===== src/rtl/hazard_stall_unit_pkg.sv =====
// Shared definitions for the hazard/stall unit of the 5-stage MIPS pipeline.
// Contents:
//   - scoreboard stage indices (EX, MEM, WB)
//   - forwarding select encodings driven to the EX operand muxes
//   - scoreboard entry record {v, rd, ld} plus match / priority helpers
package hazard_stall_unit_pkg;

  localparam int STAGE_EX   = 0;
  localparam int STAGE_MEM  = 1;
  localparam int STAGE_WB   = 2;
  localparam int NUM_STAGES = 3;

  localparam logic [4:0] REG_ZERO = 5'd0;

  localparam logic [1:0] FWD_RF    = 2'b00;
  localparam logic [1:0] FWD_EXMEM = 2'b01;
  localparam logic [1:0] FWD_MEMWB = 2'b10;

  // One in-flight writer: valid, destination register, is-a-load.
  typedef struct packed {
    logic       v;
    logic [4:0] rd;
    logic       ld;
  } sb_entry_t;

  localparam sb_entry_t SB_EMPTY = '{v: 1'b0, rd: 5'd0, ld: 1'b0};

  // True when the slot holds a live writer of register r.
  function automatic logic sb_match(input sb_entry_t e, input logic [4:0] r);
    return e.v & (e.rd == r);
  endfunction

  // Youngest producer wins: the EX/MEM copy is newer than the MEM/WB copy.
  function automatic logic [1:0] fwd_pick(input logic hit_near, input logic hit_far);
    logic [1:0] sel;
    if (hit_near) begin
      sel = FWD_EXMEM;
    end else if (hit_far) begin
      sel = FWD_MEMWB;
    end else begin
      sel = FWD_RF;
    end
    return sel;
  endfunction

endpackage


===== src/rtl/hazard_scoreboard_entry.sv =====
// One pipeline slot of the destination-register scoreboard.
// Ports:
//   clk, rst : rising-edge clock, asynchronous active-high clear
//   i_d      : entry arriving from the previous slot (or from ID)
//   o_q      : entry currently held by this slot
module hazard_scoreboard_entry
  import hazard_stall_unit_pkg::*;
(
  input  logic      clk,
  input  logic      rst,
  input  sb_entry_t i_d,
  output sb_entry_t o_q
);

  sb_entry_t r_entry;

  // Slot register; reset empties the slot so no stale writer can hazard.
  always_ff @(posedge clk or posedge rst) begin
    if (rst) begin
      r_entry <= SB_EMPTY;
    end else begin
      r_entry <= i_d;
    end
  end

  assign o_q = r_entry;

endmodule


===== src/rtl/hazard_stall_unit.sv =====
// RAW hazard detection, stall/bubble generation and EX forwarding selects.
// Ports:
//   clk, rst            : rising-edge clock, asynchronous active-high reset
//   id_*                : decoded fields of the instruction sitting in ID
//   r1_used, r2_used    : ID instruction actually reads rs / rt
//   flush               : taken branch/jump squashes the ID instruction
//   stall               : hold PC and IF/ID (combinational)
//   id_ex_bubble        : load a NOP into ID/EX at the next edge
//   fwd_a_sel/fwd_b_sel : registered EX operand sources (valid while the
//                         instruction is in EX)
//   stall_cycles        : saturating count of stalled cycles
module hazard_stall_unit
  import hazard_stall_unit_pkg::*;
#(
  parameter bit FWD_EN = 1'b1,
  parameter int CNT_W  = 32
) (
  input  logic             clk,
  input  logic             rst,
  input  logic             id_valid,
  input  logic [4:0]       id_rs,
  input  logic [4:0]       id_rt,
  input  logic             r1_used,
  input  logic             r2_used,
  input  logic             id_wr_en,
  input  logic [4:0]       id_wr_reg,
  input  logic             id_is_load,
  input  logic             flush,
  output logic             stall,
  output logic             id_ex_bubble,
  output logic [1:0]       fwd_a_sel,
  output logic [1:0]       fwd_b_sel,
  output logic [CNT_W-1:0] stall_cycles
);

  localparam logic [CNT_W-1:0] CNT_ONE = {{(CNT_W-1){1'b0}}, 1'b1};
  localparam logic [CNT_W-1:0] CNT_MAX = {CNT_W{1'b1}};

  sb_entry_t                w_e [NUM_STAGES];
  sb_entry_t                w_ex_d;
  logic [NUM_STAGES-1:0]    w_hit_a;
  logic [NUM_STAGES-1:0]    w_hit_b;
  logic                     w_hazard;
  logic                     w_issue;
  logic [1:0]               w_fwd_a_nxt;
  logic [1:0]               w_fwd_b_nxt;
  logic                     w_unused_ld;
  logic [1:0]               r_fwd_a;
  logic [1:0]               r_fwd_b;
  logic [CNT_W-1:0]         r_stall_cycles;

  // Per-slot source hits, already qualified by whether the operand is read.
  always_comb begin
    w_hit_a = '0;
    w_hit_b = '0;
    for (int k = 0; k < NUM_STAGES; k++) begin
      w_hit_a[k] = r1_used & sb_match(w_e[k], id_rs);
      w_hit_b[k] = r2_used & sb_match(w_e[k], id_rt);
    end
  end

  // With forwarding only a load still in EX cannot supply its result in time.
  always_comb begin
    w_hazard = 1'b0;
    if (FWD_EN) begin
      w_hazard = w_e[STAGE_EX].ld & (w_hit_a[STAGE_EX] | w_hit_b[STAGE_EX]);
    end else begin
      w_hazard = (|w_hit_a) | (|w_hit_b);
    end
  end

  // flush dominates stall: the squashed instruction becomes the bubble.
  assign stall        = id_valid & ~flush & w_hazard;
  assign id_ex_bubble = stall | flush;
  assign w_issue      = id_valid & ~stall & ~flush;

  // Entry pushed into EX; writes to $0 are recorded as invalid.
  always_comb begin
    w_ex_d = SB_EMPTY;
    if (w_issue) begin
      w_ex_d.v  = id_wr_en & (id_wr_reg != REG_ZERO);
      w_ex_d.rd = id_wr_reg;
      w_ex_d.ld = id_is_load;
    end else begin
      w_ex_d = SB_EMPTY;
    end
  end

  hazard_scoreboard_entry u_slot_ex (
    .clk (clk),
    .rst (rst),
    .i_d (w_ex_d),
    .o_q (w_e[STAGE_EX])
  );

  hazard_scoreboard_entry u_slot_mem (
    .clk (clk),
    .rst (rst),
    .i_d (w_e[STAGE_EX]),
    .o_q (w_e[STAGE_MEM])
  );

  hazard_scoreboard_entry u_slot_wb (
    .clk (clk),
    .rst (rst),
    .i_d (w_e[STAGE_MEM]),
    .o_q (w_e[STAGE_WB])
  );

  // Load flags matter only in EX; older slots keep them just to shift.
  assign w_unused_ld = w_e[STAGE_MEM].ld ^ w_e[STAGE_WB].ld;

  // Selects computed in ID against the slots the producers will occupy
  // one stage further on, so they line up with the consumer reaching EX.
  always_comb begin
    w_fwd_a_nxt = FWD_RF;
    w_fwd_b_nxt = FWD_RF;
    if (w_issue && FWD_EN && r1_used) begin
      w_fwd_a_nxt = fwd_pick(sb_match(w_e[STAGE_EX], id_rs), sb_match(w_e[STAGE_MEM], id_rs));
    end else begin
      w_fwd_a_nxt = FWD_RF;
    end
    if (w_issue && FWD_EN && r2_used) begin
      w_fwd_b_nxt = fwd_pick(sb_match(w_e[STAGE_EX], id_rt), sb_match(w_e[STAGE_MEM], id_rt));
    end else begin
      w_fwd_b_nxt = FWD_RF;
    end
  end

  // Forwarding select registers (bubbles carry FWD_RF).
  always_ff @(posedge clk or posedge rst) begin
    if (rst) begin
      r_fwd_a <= FWD_RF;
      r_fwd_b <= FWD_RF;
    end else begin
      r_fwd_a <= w_fwd_a_nxt;
      r_fwd_b <= w_fwd_b_nxt;
    end
  end

  // Saturating stall-cycle counter; holds at all-ones instead of wrapping.
  always_ff @(posedge clk or posedge rst) begin
    if (rst) begin
      r_stall_cycles <= {CNT_W{1'b0}};
    end else if (stall && (r_stall_cycles != CNT_MAX)) begin
      r_stall_cycles <= r_stall_cycles + CNT_ONE;
    end else begin
      r_stall_cycles <= r_stall_cycles;
    end
  end

  assign fwd_a_sel    = r_fwd_a;
  assign fwd_b_sel    = r_fwd_b;
  assign stall_cycles = r_stall_cycles;

endmodule

===== config.mk =====
export PLATFORM = sky130hd
export DESIGN_NAME = hazard_stall_unit
export DESIGN_NICKNAME = d
export VERILOG_FILES = /design/src/rtl/hazard_stall_unit_pkg.sv /design/src/rtl/hazard_scoreboard_entry.sv /design/src/rtl/hazard_stall_unit.sv
export SDC_FILE = /design/constraint.sdc
export NUM_CORES = 1
export LEC_CHECK = 0
export BUFFER_PORTS_ARGS = -buffer_cell sky130_fd_sc_hd__buf_2
export CAP_MARGIN = 20
export CORE_MARGIN = 2
export CORE_UTILIZATION = 52
export DETAILED_ROUTE_END_ITERATION = 6
export PLACE_DENSITY = 0.81
export SLEW_MARGIN = 40
export SYNTH_ARGS = -nofsm -noshare
export SYNTH_HDL_FRONTEND = slang
export SYNTH_SLANG_ARGS = --single-unit

===== constraint.sdc =====
create_clock -name clk -period 2.9 [get_ports clk]
set_clock_uncertainty 0.1 [all_clocks]
set_input_delay 0.435 -clock clk [delete_from_list [all_inputs] [get_ports clk]]
set_output_delay 0.435 -clock clk [all_outputs]
set_load 0.005 [all_outputs]

==> results <==
- The flow ran to the end, and the final reports show no timing, DRC or antenna violations.
- The number of distinct library cells after synthesis is 33.
- The leakage power total is 1.421 nW.
- 61 I/O pins were placed.
- The total overflow reported by the global router is 0.
- The largest area contributor in the synthesized netlist is sky130_fd_sc_hd__dfrtp_1.
- Each instance of the synthesized netlist takes up on average 11.28 µm².
- In the final layout, the share of cells above drive strength 1 is 0.2847.
- The area of the core is 0.004354 mm².
- The floorplan has 24 rows.
- The synthesized netlist occupies a cell area of 0.002347 mm².
- The number of warning messages in the yosys log is 0.
- Setup repair after global routing left no endpoint under its margin.
- The count of TritonRoute iterations in the first routing pass is 4.
- The average wire per standard cell is 14.54 µm.
- The commonest cells after synthesis are sky130_fd_sc_hd__dfrtp_1, sky130_fd_sc_hd__xnor2_1, sky130_fd_sc_hd__xor2_1.
- The latest clock arrival within the worst-skew pair is 0.30 ns.
- The element type at the critical path end is a register.
- The number of sinks handled by clock tree synthesis is 49.
- After detailed routing, the total wire length is 4741 µm.
- Yosys instantiated no cell more often than sky130_fd_sc_hd__dfrtp_1.
- The TritonCTS clock tree is built.
- The minimum setup slack after placement is 0.3691 ns.
- The initial antenna violation count is 0.
- The startpoint class of the critical path is a register.
- The deepest clock path buffer count is 2.
- For the worst setup path, the data arrival time is 2.53 ns.
- The sequential share of the synthesized area is 0.5224.
- The top flip-flop cell by instance count after synthesis is sky130_fd_sc_hd__dfrtp_1.
- The post-route clock period utilization is 0.8304.
- The pin slew with the least headroom to its limit is 0.5791 ns.
- The maximum number of pins on one net before global-route repair is 50.
- The worst max-slew margin expressed relative to the limit is 0.6140.
- The post-synthesis sequential element count is 49.
- The total power is 1.170 mW.
- The number of buffers created by CTS is 5.
- The H-tree level count is 2.
- The worst IR drop on VDD is 0.1855 mV.
- The first global-routing pass estimated 8107 µm of wire.
- In this run, synthesis inferred 0 flip-flops with an integrated enable.
- The clock-pin slew on the worst setup and hold paths is 0.09 ns.
- The data required time at the worst endpoint is 3.02 ns.
- Registers take 0.001226 mm².
- The layout-stage area growth over the synthesis result is 19.46%.
- Setup violations remaining at the end of the flow were counted as 0.
- The congestion estimate from routability-driven global placement came to 0.7985.
- In the final timing run, aggregate negative setup slack is 0 ns.
- The multi-input gate area in the final layout is 0.001101 mm².
- The final hold violation count is 0.
- Fill cells in the final layout number 337.
- The HPWL after detailed placement is 3544 µm.
- In this design, the stage delay of the slowest critical-path cell is 0.68 ns.
- Traced cell by cell, the critical path runs through xor2_1, nor3_1, a32oi_2, or4b_1, nor3b_2, xnor2_1.
- For this run, design rule violations remaining after detail routing come to 0.
- The average via count per standard cell is 5.607.
- The tree is rooted in a sky130_fd_sc_hd__clkbuf_8.
- The total of hold buffers inserted after clock tree synthesis is 0.
- Power spread over the standard cell area amounts to 417.2 mW/mm².
- The worst-path maximum fanout is 8.
- The post-layout minimum cycle time is 2.408 ns.
- The slowest stage of the critical path is the sky130_fd_sc_hd__or4b_1 cell.
- The path class of the lowest-slack min-delay path is input port to async pin.
- The die covers 0.005067 mm².
- Derived from the worst setup path, the maximum achievable clock frequency is 0.4152 GHz.
- The proportion of netlist area held by the largest area contributor is 0.5224.
- The critical setup path kind is register to register.
- The floorplan step set the die height to 71.19 µm.
- The final setup slack of the worst path is 0.4917 ns.
- The die span in x is 71.19 µm.
- The detail route stage leaves a number of antenna-violating nets equal to 0.
- The via count of the first global-routing pass is 1721.
- By area the synthesized netlist is led by sky130_fd_sc_hd__dfrtp_1, sky130_fd_sc_hd__xnor2_1, sky130_fd_sc_hd__xor2_1.
- Post-CTS repair changed the size of 0 cells.
- The total via count after detailed routing is 1828.
- Synthesis produced a netlist with a net count of 232.
- For this run, the total global-route usage over all layers was measured as 0.2010.
- The post-route worst hold slack is 0.1055 ns.
- The number of diodes added for antenna fixing is 0.
- The net count of the finished layout is 298.
- Buffers added to address setup during post-CTS repair amount to 0.
- The gate count after technology mapping is 208.
- The count of input and output buffers is 60.
- The first routing iteration left 107 violations.
- The async set-reset flop share out of synthesis is 1.000.
- The initial utilization of the core area, before any placement, comes to 0.5391.
- The max-slew violation total from the final report was 0.
- The max-cap violation count is 0.
critical path, delay by kind of cell, from the launching register on:
| kind | cells | cell delay, ns |
|---|---|---|
| AO/OA/AOI/OAI | 1 | 0.23 |
| XOR/XNOR | 2 | 0.30 |
| flip-flops | 1 | 0.44 |
| AND/OR/NAND/NOR | 3 | 1.28 |
stage by stage:
stage                     cell area (µm²)    util  cells
after floorplan                      2347       -    208
after global placement               2711  0.6227    319
after detailed placement             2714  0.6233    319
after CTS                            2804  0.6440    326
after global routing                 2804  0.6440    326
final                                2804  0.6440    326
report_power, final:
group          switching (mW)  total (mW)  internal, mW
Clock                   0.214       0.403         0.189
Combinational          0.0416      0.0695        0.0279
Sequential            0.00785       0.698         0.690
flip-flops by register name, indices dropped and copies added, names as in the netlist:
signal	cells
fwd_a_sel	2
fwd_b_sel	2
stall_cycles	32
u_slot_ex.o_q	7
u_slot_mem.o_q	6
worst paths after layout:
path,from,end,slack (ns),depth (start not counted)
max,u_slot_ex.o_q[5],stall_cycles[19],0.49,6
min reg2reg,u_slot_ex.o_q[3],u_slot_mem.o_q[3],0.34,0
min in group clk,id_wr_reg[2],u_slot_ex.o_q[3],0.26,2
max in group asynchronous,rst,stall_cycles[0],2.20,2
min,rst,u_slot_mem.o_q[3],0.11,2
max reg2reg,u_slot_ex.o_q[5],stall_cycles[19],0.49,6
layer usage:
| metal | GRT usage | vias up | routed length, µm |
|---|---|---|---|
| li1 | - | 868 | - |
| met5 | 0 | - | 0 |
| met4 | 0.05660 | 0 | 39 |
| met1 | 0.2848 | 900 | 2273 |
| met2 | 0.3097 | 56 | 2167 |
| met3 | 0.04986 | 4 | 261 |
layout by cell type (no fill, tap or decap):
| master | count |
|---|---|
| sky130_fd_sc_hd__buf_2 | 60 |
| sky130_fd_sc_hd__and3_1 | 8 |
| sky130_fd_sc_hd__nand3_1 | 15 |
| sky130_fd_sc_hd__nand4_1 | 12 |
| sky130_fd_sc_hd__buf_4 | 1 |
| sky130_fd_sc_hd__xor2_1 | 25 |
| sky130_fd_sc_hd__or4b_1 | 1 |
| sky130_fd_sc_hd__nor4_1 | 5 |
| sky130_fd_sc_hd__o311a_1 | 1 |
| sky130_fd_sc_hd__mux2_2 | 1 |
| sky130_fd_sc_hd__nand2_1 | 12 |
| sky130_fd_sc_hd__ha_1 | 1 |
| sky130_fd_sc_hd__or3_1 | 2 |
| sky130_fd_sc_hd__nor3_1 | 7 |
| sky130_fd_sc_hd__a21oi_2 | 1 |
| sky130_fd_sc_hd__a31oi_1 | 2 |
| sky130_fd_sc_hd__nor4b_4 | 1 |
| sky130_fd_sc_hd__nor2_1 | 10 |
| sky130_fd_sc_hd__nor4_2 | 1 |
| sky130_fd_sc_hd__clkinvlp_4 | 1 |
| sky130_fd_sc_hd__and4b_1 | 1 |
| sky130_fd_sc_hd__and2_1 | 7 |
| sky130_fd_sc_hd__inv_4 | 1 |
| sky130_fd_sc_hd__and4_1 | 4 |
| sky130_fd_sc_hd__nand3_2 | 1 |
| sky130_fd_sc_hd__a32oi_2 | 1 |
| sky130_fd_sc_hd__nor4b_1 | 1 |
| sky130_fd_sc_hd__nand4b_1 | 2 |
| sky130_fd_sc_hd__nand2b_1 | 2 |
| sky130_fd_sc_hd__nor3_2 | 2 |
| sky130_fd_sc_hd__inv_1 | 2 |
| sky130_fd_sc_hd__xnor2_1 | 26 |
| sky130_fd_sc_hd__nor3b_2 | 1 |
| sky130_fd_sc_hd__dfrtp_1 | 49 |
| sky130_fd_sc_hd__a21oi_1 | 1 |
| sky130_fd_sc_hd__clkbuf_8 | 6 |
cells by family after synthesis:
family,synth area share
compound gates,0.02239
xor+xnor,0.1903
fa+ha+maj,0.005330
buf+inv,0.008525
flops,0.5224
mux,0.004797
simple gates,0.2463
final cells by class:
| class | instances | area share |
|---|---|---|
| clock inverter | 1 | 0.002677 |
| inverter | 3 | 0.004909 |
| multi-input combinational | 154 | 0.3927 |
| clock buffer | 6 | 0.02945 |
| tap | 52 | 0.02320 |
| sequential | 49 | 0.4373 |
| timing repair buffer | 61 | 0.1098 |
No activity file was read; power rests on OpenSTA's default activity.
